### src/rtl/dutb_run_monitor.sv
// Run-control / progress monitor for the dutb environment.
// Sequences the DUT reset, tallies completed and failed items over P_CH
// scoreboard channels, pulses a milestone every P_MILESTONE_LENGTH items and
// ends the run with a sticky stop (fail limit) or done (item target).
// Handshake: item_vld[i] is a one-cycle strobe with no back-pressure; item_pass[i]
// is only meaningful while item_vld[i] is high, and strobes are only accepted in RUN.
// state_dbg mirrors the FSM state encoding for external checkers.
module dutb_run_monitor #(
  parameter int unsigned P_CH               = 4,
  parameter int unsigned P_CNT_W            = 16,
  parameter int unsigned P_RST_LENGTH       = 33,
  parameter int unsigned P_MAX_FAIL_NUM     = 16,
  parameter int unsigned P_MILESTONE_LENGTH = 10
) (
  input  logic                      clk,
  input  logic                      rst,
  input  logic                      start,
  input  logic [P_CNT_W-1:0]        target,
  input  logic [P_CH-1:0]           item_vld,
  input  logic [P_CH-1:0]           item_pass,
  output logic                      dut_rst,
  output logic                      running,
  output logic                      milestone,
  output logic                      done,
  output logic                      stop,
  output logic [P_CNT_W-1:0]        total_cnt,
  output logic [P_CNT_W-1:0]        fail_cnt,
  output logic [P_CH*P_CNT_W-1:0]   ch_fail_cnt,
  output logic [2:0]                state_dbg
);

  typedef enum logic [2:0] {
    S_IDLE     = 3'd0,
    S_RST_HOLD = 3'd1,
    S_RUN      = 3'd2,
    S_DONE     = 3'd3,
    S_FAIL     = 3'd4
  } state_t;

  localparam int unsigned HOLD_W = $clog2(P_RST_LENGTH + 1);
  localparam int unsigned N_W    = $clog2(P_CH + 1);
  localparam int unsigned ACC_W  = $clog2(P_MILESTONE_LENGTH + P_CH + 1);
  localparam logic [HOLD_W-1:0] HOLD_LAST = HOLD_W'(P_RST_LENGTH - 1);

  state_t               state, state_next;
  logic [HOLD_W-1:0]    hold_cnt;
  logic [P_CNT_W-1:0]   tgt_q;
  logic [ACC_W-1:0]     acc;
  logic [P_CNT_W-1:0]   ch_fail_q [P_CH];

  logic [N_W-1:0]       n_items;
  logic [N_W-1:0]       n_fails;
  logic [P_CNT_W:0]     total_sum;
  logic [P_CNT_W:0]     fail_sum;
  logic [P_CNT_W-1:0]   total_next;
  logic [P_CNT_W-1:0]   fail_next;
  logic [ACC_W:0]       acc_sum;
  logic                 ms_hit;
  logic [ACC_W-1:0]     acc_next;

  assign state_dbg = state;

  // Flatten per-channel fail counters onto the packed output, ch0 in the LSBs.
  always_comb begin
    ch_fail_cnt = '0;
    for (int i = 0; i < P_CH; i++) begin
      ch_fail_cnt[i*P_CNT_W +: P_CNT_W] = ch_fail_q[i];
    end
  end

  // Per-cycle item/fail popcounts, saturating sums and milestone accumulator.
  always_comb begin
    n_items = '0;
    n_fails = '0;
    for (int i = 0; i < P_CH; i++) begin
      n_items = n_items + N_W'(item_vld[i]);
      n_fails = n_fails + N_W'(item_vld[i] & ~item_pass[i]);
    end
    total_sum  = {1'b0, total_cnt} + (P_CNT_W+1)'(n_items);
    fail_sum   = {1'b0, fail_cnt} + (P_CNT_W+1)'(n_fails);
    total_next = total_sum[P_CNT_W] ? '1 : total_sum[P_CNT_W-1:0];
    fail_next  = fail_sum[P_CNT_W] ? '1 : fail_sum[P_CNT_W-1:0];
    acc_sum    = (ACC_W+1)'(acc) + (ACC_W+1)'(n_items);
    ms_hit     = (P_MILESTONE_LENGTH != 0) &&
                 (acc_sum >= (ACC_W+1)'(P_MILESTONE_LENGTH));
    if (P_MILESTONE_LENGTH == 0) begin
      acc_next = '0;
    end else if (ms_hit) begin
      acc_next = ACC_W'(acc_sum - (ACC_W+1)'(P_MILESTONE_LENGTH));
    end else begin
      acc_next = ACC_W'(acc_sum);
    end
  end

  // Next-state logic; termination looks at the registered (already updated) counts.
  always_comb begin
    state_next = state;
    case (state)
      S_IDLE:     if (start) state_next = S_RST_HOLD;
      S_RST_HOLD: if (hold_cnt == HOLD_LAST) state_next = S_RUN;
      S_RUN: begin
        if ((P_MAX_FAIL_NUM != 0) && (32'(fail_cnt) >= P_MAX_FAIL_NUM)) begin
          state_next = S_FAIL;
        end else if ((tgt_q != '0) && (total_cnt >= tgt_q)) begin
          state_next = S_DONE;
        end
      end
      S_DONE:     if (start) state_next = S_RST_HOLD;
      S_FAIL:     if (start) state_next = S_RST_HOLD;
      default:    state_next = S_IDLE;
    endcase
  end

  // State, counters and registered outputs.
  always_ff @(posedge clk) begin
    if (rst) begin
      state     <= S_IDLE;
      hold_cnt  <= '0;
      tgt_q     <= '0;
      acc       <= '0;
      total_cnt <= '0;
      fail_cnt  <= '0;
      for (int i = 0; i < P_CH; i++) ch_fail_q[i] <= '0;
      milestone <= 1'b0;
      dut_rst   <= 1'b1;
      running   <= 1'b0;
      done      <= 1'b0;
      stop      <= 1'b0;
    end else begin
      state     <= state_next;
      milestone <= 1'b0;
      dut_rst   <= (state_next == S_IDLE) || (state_next == S_RST_HOLD);
      running   <= (state_next == S_RUN);
      done      <= (state_next == S_DONE);
      stop      <= (state_next == S_FAIL);
      if ((state_next == S_RST_HOLD) && (state != S_RST_HOLD)) begin
        // Fresh run: nothing from the previous run may leak into this one.
        hold_cnt  <= '0;
        tgt_q     <= target;
        acc       <= '0;
        total_cnt <= '0;
        fail_cnt  <= '0;
        for (int i = 0; i < P_CH; i++) ch_fail_q[i] <= '0;
      end else if (state == S_RST_HOLD) begin
        hold_cnt <= hold_cnt + 1'b1;
      end else if (state == S_RUN) begin
        // Items in the cycle that leaves RUN are still counted here.
        total_cnt <= total_next;
        fail_cnt  <= fail_next;
        acc       <= acc_next;
        milestone <= ms_hit;
        for (int i = 0; i < P_CH; i++) begin
          if (item_vld[i] && !item_pass[i] && (ch_fail_q[i] != '1)) begin
            ch_fail_q[i] <= ch_fail_q[i] + 1'b1;
          end
        end
      end
    end
  end

endmodule

### config.mk
export PLATFORM = sky130hd
export DESIGN_NAME = dutb_run_monitor
export DESIGN_NICKNAME = d
export VERILOG_FILES = /design/src/rtl/dutb_run_monitor.sv
export SDC_FILE = /design/constraint.sdc
export NUM_CORES = 1
export LEC_CHECK = 0
export CAP_MARGIN = 20
export CORE_MARGIN = 2
export CORE_UTILIZATION = 57
export DETAILED_ROUTE_END_ITERATION = 8
export GPL_ROUTABILITY_DRIVEN = 0
export MAX_ROUTING_LAYER = met4
export PLACE_DENSITY = 0.93
export SLEW_MARGIN = 40
export SYNTH_ARGS = -nofsm -noshare
export SYNTH_HDL_FRONTEND = slang
export SYNTH_SLANG_ARGS = --single-unit
### constraint.sdc
create_clock -name clk -period 6 [get_ports clk]
set_clock_uncertainty 0.15 [all_clocks]
set_input_delay 0.6 -clock clk [delete_from_list [all_inputs] [get_ports clk]]
set_output_delay 0.6 -clock clk [all_outputs]
set_load 0.05 [all_outputs]
==> results.yml <==
critical_path:
  timing.rr.start: "state_dbg[1]$_SDFF_PP0_"
  worst-r2r-cell-count: 6
  critical_path_required_ns: 6.17
  crit_start: "item_vld[0]"
  cp_data_arrival_time_ns: 4.17
  path_class: "primary input to flip-flop"
  timing.critical_path.from_type: "primary input"
  timing.critical_path.to_type: "flip-flop"
  critical_path_peak_fanout: 4
grt:
  grt.total_usage_pct: 26.3
  grt_start_max_net_pins: 57
  overflow: 0
  antenna_found_initial: 0
  grt_first_pass_wirelength_mm: 26.6
  grt_pass1_vias: 5593
yosys:
  yosysTopAreaCell: "dfxtp_1"
  synthCells: 722
  synthMuxAreaShare_pct: 3.33
  dominantRegCellSynth: "dfxtp_1"
  syn_area_um2: 6990
  synth-compound-area-share_pct: 7.34
  synth_xor_xnor_area_share_pct: 9.40
  synth_cell_type_count: 62
  number_of_synthesized_flops_with_an_enable_pin: 48
  synth_nets: 790
  synth-warning-count: 0
  ys_seq_area_share_pct: 44.1
  synth-seq-cells: 130
  synthTopCellsByArea: "dfxtp_1 (23%), edfxtp_1 (21%), nor2_1 (6.6%), ha_1 (6.4%), xor2_1 (5.3%)"
  simple_gate_fraction_of_synth_area_pct: 24.4
  synth_async_sr_flop_share_pct: 0
  largest_family_of_logic_cells_by_synthesized_area: "simple AND/OR/NAND/NOR gates"
  synth_area_per_cell_um2: 9.68
  synth.top_cell.area_share_pct: 23.5
  synthAdderAreaFrac_pct: 7.88
pwr:
  combinationalPowerShare_pct: 15.5
  ir_worst_vdd_uv: 159
  total_power_density_per_cell_area_nw_per_um2: 276
  power.switching_fraction_pct: 27.2
  internal-power_w: 0.00180
  leakage_nw: 3.30
  total_switching_power_w: 0.000674
  clockPowerShare_pct: 43.1
  seq_power_share_pct: 41.4
cells_and_area:
  layout_common_cells: "clkdlybuf4s50_1 (129), nor2_1 (122), dfxtp_1 (82)"
  drive_gt1_share_pct: 5.56
  final_cell_area_um2: 8950
  syn_to_final_growth_pct: 28.1
  layout.nets: 919
  finalCoreUtilization_pct: 74.5
  diodes: 0
  fin_cells: 1011
  layout_commonest_cell: "clkdlybuf4s50_1"
worst_hold_path:
  worst_hold_depth: 2
  startpoint_of_the_most_critical_hold_path: "fail_cnt[0]$_SDFFE_PP0P_"
  hold_class: "flip-flop to flip-flop"
sta:
  worst_slew_pin_slew_ns: 0.712
  rsz0062_at_grt: "false"
  timing.fmax_ghz: 0.250
  slew_viol_final: 0
  max_slew_margin_pct: 52.4
  timing.final.crit_period_ns: 4.00
  timing_hold_violations_final: 0
  setup_tns_ns: 0
  period_share_pct: 66.6
  report.final.setup_viol: 0
routing:
  drt_drc_violations_left: 0
  post_drt_wl_per_cell_um: 16.4
  postRouteAntennaNets: 0
  firstDrtPassIters: 5
  via_count: 5867
  drt_first_iter_violations: 533
  routed_wirelength_mm: 16.6
  routed_via_density: 5.80
die:
  core.rowCount: 40
  die-height_um: 115
  ioPinCount: 131
  floorplan.initialDensity_pct: 58.2
  die_boundary_width_um: 115
  design.die.area_um2: 13200
  placeableCoreArea_um2: 12000
cts:
  cts_root_buffer: "clkbuf_16"
  tritoncts: "yes"
  cts_resized: 0
  clk_latency_ns: 0.42
  cts.repair_timing.setup_buffer_count: 0
  clock_tree.buffer_depth: 2
  numCtsBuffers: 17
  cts.hold.buffers_added: 0
  clk_transition_reported_paths_ns: 0.05
  clock_tree.htree_level_count: 4
  tritoncts_num_sinks: 130
placement:
  port_buffers: 130
  placed_cells: 979
  post_dp_cell_area_um2: 8350
  dpl.hpwl_mm: 11.7
run_status:
  status: "finished, final reports clean"
run:
  cap_violations: 0
[through the flow]
stage / worst slack [ns] / total power, W / hold WS (ns)
after floorplan: 2.40 / 0.00130 / 0.290
after global placement: 1.76 / 0.00141 / 0.301
after detailed placement: 1.62 / 0.00142 / 0.313
after CTS: 2.01 / 0.00248 / 0.345
after global routing: 1.78 / 0.00255 / 0.381
final: 2.00 / 0.00247 / 0.360
[final cells by class]
class | count | area, um2
fill | 838 | 3060
clock buffer | 21 | 440
sequential | 130 | 3080
multi-input combinational | 539 | 3660
tap | 147 | 184
clock inverter | 11 | 161
timing repair buffer | 131 | 1300
inverter | 32 | 120
[per-layer routing]
layer	routed length, um	vias up	track usage [%]	part of all wire, %
li1	-	2809	-	-
met1	7060	2796	32.0	43
met2	8160	234	43.4	49
met3	1080	28	5.66	6.5
met4	293	0	9.16	1.8
met5	0	-	-	0
[power by group through the flow]
stage / sequential [W] / clock [W] / combinational (W)
3_3_place_gp: 0.00104 / 0 / 0.000372
6_report: 0.00102 / 0.00107 / 0.000384
4_1_cts: 0.00102 / 0.00107 / 0.000385
5_1_grt: 0.00103 / 0.00111 / 0.000409
3_5_place_dp: 0.00104 / 0 / 0.000383
2_1_floorplan: 0.00115 / 0 / 0.000152
[worst max-delay path, stage by stage]
cell and delay, ns:
clkdlybuf4s50_1 0.46, fa_1 0.54, ha_1 0.21, ha_1 0.35, inv_1 0.09, fa_1 0.44
xor2_1 0.27, ha_1 0.27, a22oi_1 0.10, o32a_1 0.34, mux2_2 0.28, a211oi_1 0.23
[cells by family after synthesis]
family / Yosys count
AOI/OAI and AO/OA: 79
buffers and inverters: 53
adders and majority gates: 41
DFF: 130
xor gates and xnor gates: 75
muxes: 23
and+or+nand+nor: 321
[cell usage after synthesis (2+ instances only)]
cell	number
a211oi_1	2
nand2_1	46
nand3_1	39
a21oi_1	30
nand2b_1	3
o21ai_0	14
o31ai_1	2
edfxtp_1	48
nor4b_4	4
a22oi_1	3
buf_6	2
nor2b_1	12
nand4b_1	2
inv_1	32
fa_1	5
a311oi_1	4
a21o_1	2
clkbuf_1	7
nor2_1	122
buf_4	7
dfxtp_1	82
and3_2	2
o22ai_1	3
nor3_1	13
and3_1	24
a31oi_1	6
nor3b_1	2
ha_1	36
mux2i_1	21
nand4_1	14
nor4_1	9
and4_1	12
mux2_2	2
nand3b_1	2
xnor2_1	33
buf_2	4
and2_1	5
xor2_1	42
[final timing paths]
path                                   end  slack, ns
max                    acc[2]$_SDFFE_PP0P_       2.00
min               fail_cnt[0]$_SDFFE_PP0P_       0.36
max reg2reg  ch_fail_q[1][7]$_SDFFCE_PN0P_       2.61
min reg2reg       fail_cnt[0]$_SDFFE_PP0P_       0.36
[registers in the layout (all words and copies together), names as in the netlist]
| register | flops |
|---|---|
| state_dbg | 3 |
| ch_fail_q | 64 |
| total_cnt | 16 |
| done | 1 |
| stop | 1 |
| dut_rst | 1 |
| tgt_q | 16 |
| fail_cnt | 16 |
| running | 1 |
| acc | 4 |
| hold_cnt | 6 |
| milestone | 1 |
(Power assumes the default switching activity.)
